## config.mk

```make
export PLATFORM = sky130hd
export DESIGN_NAME = sat_search_controller
export DESIGN_NICKNAME = d
export VERILOG_FILES = /design/src/rtl/sat_search_controller.sv
export SDC_FILE = /design/constraint.sdc
export NUM_CORES = 1
export LEC_CHECK = 0
export CAP_MARGIN = 20
export CORE_ASPECT_RATIO = 1.25
export CORE_MARGIN = 1
export CORE_UTILIZATION = 43
export CTS_CLUSTER_DIAMETER = 30
export CTS_CLUSTER_SIZE = 12
export DETAILED_ROUTE_END_ITERATION = 16
export PLACE_DENSITY_LB_ADDON = 0.12
export SLEW_MARGIN = 10
export SYNTH_ARGS = -nofsm -noshare
export SYNTH_HDL_FRONTEND = slang
export SYNTH_SLANG_ARGS = --single-unit
```

## constraint.sdc

```tcl
create_clock -name clk -period 2 [get_ports clk]
set_input_delay 0.2 -clock clk [delete_from_list [all_inputs] [get_ports clk]]
set_output_delay 0.2 -clock clk [all_outputs]
set_load 0.1 [all_outputs]
```

## src/rtl/sat_search_controller.sv

```systemverilog
// -----------------------------------------------------------------------------
// sat_search_controller
//
// Walks every NVARS-bit assignment from 0 up to all-ones. Each candidate is
// driven onto the external clause evaluator and held for STEP_DIV cycles.
// The returned sat flag is sampled on the last cycle of that dwell. The block
// then latches the solution, declares the space exhausted, or steps to the
// next candidate. It also owns the board status: the RGB colour code and the
// LEDs that mirror the candidate.
//
// Ports
//   clk        system clock, rising edge
//   reset      asynchronous, active-high reset
//   start      1-cycle pulse: start a search from candidate 0 (ignored in EVAL)
//   abort      1-cycle pulse: return to IDLE from any state (beats start)
//   sat        evaluator result for the candidate currently driven
//   candidate  assignment presented to the evaluator
//   solution   latched satisfying assignment, valid while found=1
//   LED        registered mirror of candidate
//   RGB        001 red (idle/searching), 010 green (found), 100 blue (none)
//   busy       high while searching
//   done       high once the search has ended (found or exhausted)
//   found      high when a satisfying assignment was latched
// -----------------------------------------------------------------------------
module sat_search_controller #(
   parameter int NVARS    = 3,
   parameter int STEP_DIV = 4   // dwell in cycles, must be >= 2
) (
   input  logic             clk,
   input  logic             reset,
   input  logic             start,
   input  logic             abort,
   input  logic             sat,
   output logic [NVARS-1:0] candidate,
   output logic [NVARS-1:0] solution,
   output logic [NVARS-1:0] LED,
   output logic [2:0]       RGB,
   output logic             busy,
   output logic             done,
   output logic             found
);

   localparam int              CW       = $clog2(STEP_DIV);
   localparam logic [CW-1:0]   CNT_LAST = CW'(STEP_DIV - 1);
   localparam logic [2:0]      RGB_RED   = 3'b001;
   localparam logic [2:0]      RGB_GREEN = 3'b010;
   localparam logic [2:0]      RGB_BLUE  = 3'b100;

   typedef enum logic [1:0] {
      IDLE,
      EVAL,
      FOUND,
      NONE
   } state_t;

   state_t        state;
   logic [CW-1:0] cnt;

   // Single registered FSM. Every output is a flop, so each branch below sets
   // exactly the outputs that change on that edge; the rest hold their value.
   // NOTE: all state here is assigned with <= so every flop samples the values
   // from before the edge; mixing in = would make results depend on statement
   // order and break the one-cycle timing of the search.
   always_ff @(posedge clk or posedge reset) begin
      if (reset) begin
         state     <= IDLE;
         candidate <= '0;
         solution  <= '0;
         LED       <= '0;
         RGB       <= RGB_RED;
         busy      <= 1'b0;
         done      <= 1'b0;
         found     <= 1'b0;
         cnt       <= '0;
      end else if (abort) begin
         // abort takes priority over start; solution is deliberately kept
         state     <= IDLE;
         candidate <= '0;
         LED       <= '0;
         RGB       <= RGB_RED;
         busy      <= 1'b0;
         done      <= 1'b0;
         found     <= 1'b0;
         cnt       <= '0;
      end else begin
         case (state)
            IDLE: begin
               if (start) begin
                  state     <= EVAL;
                  candidate <= '0;
                  LED       <= '0;
                  cnt       <= '0;
                  busy      <= 1'b1;
               end
            end

            EVAL: begin
               // sat is only meaningful once the evaluator has settled, i.e.
               // on the final cycle of the dwell; earlier values are ignored.
               if (cnt == CNT_LAST) begin
                  if (sat) begin
                     state    <= FOUND;
                     solution <= candidate;
                     found    <= 1'b1;
                     done     <= 1'b1;
                     busy     <= 1'b0;
                     RGB      <= RGB_GREEN;
                  end else if (&candidate) begin
                     // last candidate rejected: hold at all-ones, never wrap
                     state <= NONE;
                     done  <= 1'b1;
                     busy  <= 1'b0;
                     RGB   <= RGB_BLUE;
                  end else begin
                     candidate <= candidate + 1'b1;
                     LED       <= candidate + 1'b1;
                     cnt       <= '0;
                  end
               end else begin
                  cnt <= cnt + 1'b1;
               end
            end

            FOUND, NONE: begin
               if (start) begin
                  state     <= EVAL;
                  candidate <= '0;
                  LED       <= '0;
                  solution  <= '0;
                  cnt       <= '0;
                  busy      <= 1'b1;
                  done      <= 1'b0;
                  found     <= 1'b0;
                  RGB       <= RGB_RED;
               end
            end

            default: state <= IDLE;
         endcase
      end
   end

endmodule

```

Word level (Yosys, flattened, before mapping)
Index checks and enable logic that the tools add are counted.
{"block": "op_classes", "n_addsub": 2, "eq_ne": 16, "n_mux": 43, "bitwise_logic": 1, "n_reduce_logical": 12}
{"operator": "$mux 3", "n": 12}
{"operator": "$mux 2", "n": 10}
{"operator": "$pmux 3 s2", "n": 3}
{"operator": "$ne 3x3->1 const B", "n": 5}
{"operator": "$mux 1", "n": 13}
{"operator": "$ne 4x4->1 const B", "n": 3}
{"operator": "$reduce_and 4->1", "n": 3}
{"operator": "$reduce_and 3->1", "n": 3}
{"operator": "$pmux 2 s2", "n": 2}
{"operator": "$eq 2x2->1 const B", "n": 3}
{"operator": "$ne 2x2->1 const B", "n": 3}
{"operator": "$pmux 1 s2", "n": 3}
{"operator": "$reduce_and 5->1", "n": 1}
{"operator": "$add 3x1->3 const B", "n": 1}
{"operator": "$ne 3x1->1 const B", "n": 1}
{"operator": "$reduce_bool 3->1", "n": 1}
{"operator": "$reduce_or 3->1", "n": 1}
{"operator": "$add 2x1->2 const B", "n": 1}
{"operator": "$eq 2x1->1 const B", "n": 1}
{"operator": "$logic_not 2->1", "n": 1}
{"operator": "$reduce_bool 2->1", "n": 1}
{"operator": "$reduce_or 2->1", "n": 1}
{"operator": "$not 1->1", "n": 1}
{"block": "word_totals", "ff_bits": 16, "inputBits": 5, "out_inout_bits": 15}

Depth between registers and ports, before layout
Gate-level depths: netlist of the first run.
{"block": "depth", "ltp_word": 6, "depth_mapped": 5}

Worst setup path after synthesis of the first run
Ideal clock, no wire load.
{"block": "synth_timing", "path_type": "register to register", "start": "reg, netlist name LED[1]", "end": "reg LED[0]", "arrival_time_ns": 2.001, "required_ns": 1.917, "path_slack_ns": -0.083, "path_stages_with_launch": 6, "period_less_slack_ns": 2.083, "cell_sequence": "dfrtp_1 -> ha_1 -> ha_1 -> nor3b_2 -> or3_1 -> a31oi_1"}
{"item": "to (signal assigned)", "line": "116", "rtl": "LED <= candidate + 1'b1;"}
{"item": "to (decl)", "line": "36", "rtl": "output logic [NVARS-1:0] LED,"}

==> results of run 1 <==
-- where the power goes --
part	switching [mW]	internal [mW]	leakage, nW
Sequential	0.00549	0.329	0.213
Combinational	0.0470	0.0226	0.272
Clock	0.111	0.111	0.0210
Total	0.163	0.463	0.507
-- cell type report --
class	count	area (um2)
inverter	6	22.5
tap	19	23.8
clock buffer	4	36.3
timing repair buffer	20	160
sequential	16	404
fill	179	786
multi-input combinational	58	418
-- state kept, by name (all words and copies together), names as in the netlist --
signal	flops
cnt	2
solution	3
state	2
RGB	3
done	1
LED	3
found	1
busy	1
-- path summary, 6_finish.rpt --
path / cells after the start / from / endpoint
min in group clk: 2 / done / done
worst max-delay path: 5 / LED[0] / LED[0]
worst min register to register: 2 / done / done
worst max register to register: 5 / LED[0] / LED[0]
worst min-delay path: 2 / reset / RGB[1]
max in group asynchronous: 2 / reset / LED[1]
-- metrics by stage --
step	utilization	power, mW	hold WS [ns]
6_report	0.575	0.626	0.265
5_1_grt	0.575	0.648	0.345
4_1_cts	0.575	0.631	0.296
3_5_place_dp	0.556	0.410	0.534
3_3_place_gp	0.556	0.411	0.517
2_1_floorplan	-	0.388	0.113
-- cell usage after synthesis --
library cell | number | share of area
nand2b_1 | 1 | 0.0071
nand3b_1 | 2 | 0.017
a22o_1 | 1 | 0.010
o211ai_1 | 4 | 0.034
o211a_1 | 1 | 0.011
o32ai_1 | 1 | 0.010
buf_4 | 4 | 0.034
nand2b_4 | 1 | 0.016
dfrtp_1 | 15 | 0.43
o22ai_1 | 1 | 0.0071
o21ai_0 | 4 | 0.023
inv_1 | 6 | 0.026
dfstp_2 | 1 | 0.030
ha_1 | 4 | 0.057
nor2b_1 | 2 | 0.014
nand3_1 | 7 | 0.040
a32oi_1 | 1 | 0.010
mux2i_1 | 3 | 0.034
o21bai_1 | 1 | 0.0085
and2b_4 | 1 | 0.011
nor2_1 | 1 | 0.0043
clkbuf_1 | 2 | 0.0085
nor3b_2 | 1 | 0.014
or3_1 | 1 | 0.0071
a21oi_1 | 4 | 0.023
and3_1 | 1 | 0.0071
nand4b_1 | 5 | 0.050
a31oi_1 | 2 | 0.014
a2111o_1 | 1 | 0.013
nand2_1 | 5 | 0.021
nor3_1 | 2 | 0.011
-- layer usage --
metal | up-vias | share of wire
li1 | 352 | -
met1 | 329 | 0.46
met2 | 24 | 0.47
met3 | 5 | 0.046
met4 | 0 | 0.023
met5 | - | 0
-- critical path, stage by stage (launching register included) --
cell and delay, ns:
dfrtp_2 0.44, ha_1 0.21, ha_1 0.25, nor3b_2 0.34, or3_1 0.16, a31oi_1 0.07
-- cells by family after synthesis --
group / share of synthesized area
flops: 0.457
compound gates: 0.164
fa+ha+maj: 0.0569
buf+inv: 0.0683
mux: 0.0341
simple gates: 0.220
==> out/metrics.yaml, run 1 <==
outcome:
  status: "complete, no violations"
yosys:
  ys_ff_latch: 16
  syn-cell-area_um2: 880
  ys_seq_area_frac: 0.457
  ys_warn_count: 0
  synth_cell_types: 31
  avgSynthCellArea_um2: 10.2
  syn_inst: 86
  synthesis.nets: 95
pwr:
  powerDensity_mw_per_mm2: 588
  leakage_nw: 0.507
  ir_worst_vdd_mv: 0.369
clock_tree:
  cts_sinks: 16
  cts_buffers: 3
  cts_resized: 0
  h-tree-depth: 1
  clockBufferDepth: 2
  cts_tree: "yes"
  worstSkewPairLatency_ns: 0.30
  ctsHoldBuffers: 0
  clkTransAtPathRegs_ns: 0.10
  root_buffer: "clkbuf_4"
  post_cts_buffers: 0
sta:
  drv_slew: 0
  fmax_ghz: 0.624
  fin_setup_tns_ns: 0
  hold_violations: 0
  worst_pin_slew_ns: 0.619
  slew_headroom: 0.587
  report.final.setup_viol: 0
  timing.final.crit_share: 0.801
  setup_ws_ns: 0.398
  rsz0062_at_grt: "false"
  min_period_ns: 1.60
  fin_skew_ns: 0.00377
worst_setup_path:
  path_class: "reg -> reg"
  critPathRequiredTime_ns: 2.17
  crit_path_start_kind: "flip-flop"
  crit_path_max_fanout: 6
  endpoint_kind: "flip-flop"
  r2r_slack_ns: 0.40
  crit_arrival_ns: 1.77
final_layout:
  fin_cells: 123
  diodes: 0
  syn_to_final_growth_pct: 21.1
  num-nets-final: 114
  final_common_cell: "buf_4"
  final_cell_mix: "buf_4, dfrtp_1, nand3_1, inv_1"
  drive_gt1_frac: 0.250
  fin_area_mm2: 0.00106
global_route:
  use_met2: 0.321
  top_usage_layer: "met2"
  grt_max_degree: 17
  grt.total_usage: 0.191
  globalRouteMet3Util: 0.0207
  use_met1: 0.239
  antenna_found_initial: 0
  grt-ovfl-total: 0
  grt_pass1_wl_mm: 3.12
  grt_pass1_vias: 709
floorplan:
  die_h_um: 52.6
  core_area_mm2: 0.00185
  ios: 20
  rows: 17
  dieArea_mm2: 0.00223
  start_util: 0.475
  dieWidth_um: 42.5
routing:
  avgViaCountPerCell: 5.77
  ant_nets: 0
  drc: 0
  wl_per_cell_um: 14.9
  drt-pass1-iter-count: 5
  vias: 710
  wirelength_mm: 1.83
  drt_iter0_markers: 24
placement:
  detailed_place.area_mm2: 0.00103
  dp_hpwl_mm: 1.28
  preCtsSetupSlack_ns: 0.413
  numPortBuffers: 19
  placedCellCount: 119
  place.gp.congestion: 0.715
run:
  max-cap-violations: 0
hold_path:
  hp-class: "in -> async"
Power figures use the tool's default switching activity.
==> inputs of run 2 (changes only) <==
==> constraint.sdc (replaced) <==
create_clock -name clk -period 1.4 [get_ports clk]
set_input_delay 0.14 -clock clk [delete_from_list [all_inputs] [get_ports clk]]
set_output_delay 0.14 -clock clk [all_outputs]
set_load 0.1 [all_outputs]
==> run 2 against run 1 <==
Net effect: the flow now finishes with violations (setup timing); combinational power grew 77%; fmax rose by 7.8%; routed wire length grew 11%; critical path depth is the same; utilization increased by 17 points; clock skew up 0.0025 ns; largest cell class unchanged; critical path type unchanged; die area unchanged; first-iteration DRC count is 50% lower; largest power group unchanged; cell count is 8.9% higher.
==> out/metrics.yaml, run 2 (synthesis results as in run 1) <==
outcome:
  status: "finished with violations"
  violations: "setup timing"
routing:
  avgViaCountPerCell: 5.69
  drt_iter0_markers: 12
  ant_nets: 0
  vias: 762
  drt-pass1-iter-count: 4
  drc: 0
  wl_per_cell_um: 15.2
  wirelength_mm: 2.04
sta:
  drv_slew: 0
  fin_skew_ns: 0.00627
  hold_violations: 0
  slew_headroom: 0.807
  setup_ws_ns: -0.0863
  report.final.setup_viol: 7
  min_period_ns: 1.49
  worst_pin_slew_ns: 0.289
  rsz0062_at_grt: "true"
  timing.final.crit_share: 1.06
  fmax_ghz: 0.673
clock_tree:
  h-tree-depth: 1
  clkTransAtPathRegs_ns: 0.10
  worstSkewPairLatency_ns: 0.30
  clockBufferDepth: 2
  cts_sinks: 16
  cts_tree: "yes"
  cts_buffers: 3
  root_buffer: "clkbuf_4"
global_route:
  grt-ovfl-total: 0
  grt.total_usage: 0.207
  grt_pass1_wl_mm: 3.35
  grt_pass1_vias: 705
  grt_max_degree: 18
  antenna_found_initial: 0
floorplan:
  start_util: 0.475
  dieArea_mm2: 0.00223
  die_h_um: 52.6
  core_area_mm2: 0.00185
  ios: 20
  dieWidth_um: 42.5
  rows: 17
worst_setup_path:
  crit_path_start_kind: "flip-flop"
  endpoint_kind: "flip-flop"
  crit_path_max_fanout: 5
  crit_arrival_ns: 1.67
  critPathRequiredTime_ns: 1.58
  path_class: "reg -> reg"
placement:
  place.gp.congestion: 0.798
  dp_hpwl_mm: 1.52
  numPortBuffers: 19
  placedCellCount: 128
final_layout:
  num-nets-final: 125
  diodes: 0
  fillers: 116
  drive_gt1_frac: 0.357
  syn_to_final_growth_pct: 56.6
  final_common_cell: "buf_12"
  fin_cells: 134
  reg_top3: "LED x3, RGB x3, solution x3"
  final_cell_mix: "buf_12, dfrtp_1, buf_4, nand3_1, inv_1"
pwr:
  p_total_mw: 0.919
  powerDensity_mw_per_mm2: 667
  leakage_nw: 0.597
  ir_worst_vdd_mv: 0.653
run:
  max-cap-violations: 0
hold_path:
  hp-class: "in -> async"
==> run 2: changes by cell type in the layout (fill, tap and decap cells not counted), sizes merged <==
cell	previous run	this run
buf	16	27
==> run 2: where the power goes <==
group          switching [mW]  internal [mW]
logic                  0.0723         0.0507
clock network           0.159          0.159
registers             0.00846          0.470
==> run 2: layer usage <==
metal	GRT usage	vias to the layer above	share of wire
met4	0.109	0	0.021
met3	0.0345	5	0.029
met5	0	-	0
li1	-	375	-
met1	0.272	364	0.46
met2	0.326	18	0.49
==> run 2: critical path, stage by stage (launching register included) <==
cell,delay [ns]
dfrtp_4,0.51
ha_4,0.18
ha_4,0.18
nor3b_4,0.25
buf_4,0.16
o211ai_1,0.08
==> run 2: worst paths after layout <==
kind,start,slack (ns),end,depth (start not counted)
worst max-delay path,LED[0],-0.09,LED[2],5
worst min-delay path,reset,0.08,solution[0],2
worst max register to register,LED[0],-0.09,LED[2],5
worst min register to register,done,0.57,done,2
max in group asynchronous,reset,0.80,RGB[0],3
min in group clk,start,0.54,state[0],3
==> run 2: final cells by class <==
cell class	instances	area, um2	share of cell area
inverters	6	22.5	0.0163
clock buffers	4	36.3	0.0263
repair buffers	31	430	0.312
flip-flops and latches	16	413	0.300
multi-input cells	58	452	0.328
well taps	19	23.8	0.0173
==> run 2: stage by stage <==
step           worst slack (ns)  cell area (um2)  TNS (ns)  utilization  hold WS, ns
5_1_grt                  -0.148             1380    -0.722        0.744        0.116
3_5_place_dp             -0.102             1320    -0.137        0.715        0.410
6_report                -0.0863             1380    -0.352        0.744       0.0796
3_3_place_gp            -0.0209             1320   -0.0209        0.715        0.391
2_1_floorplan            -0.186              922    -0.797            -       0.0531
4_1_cts                 -0.0537             1380    -0.256        0.744       0.0838
==> run 2: timing repair <==
action / CTS / global route
buffers inserted: 2 / 0
hold buffers: 0 / 0
resized for setup: 1 / 0
pin swaps: 6 / 1
endpoints found under the setup margin: 5 / 7
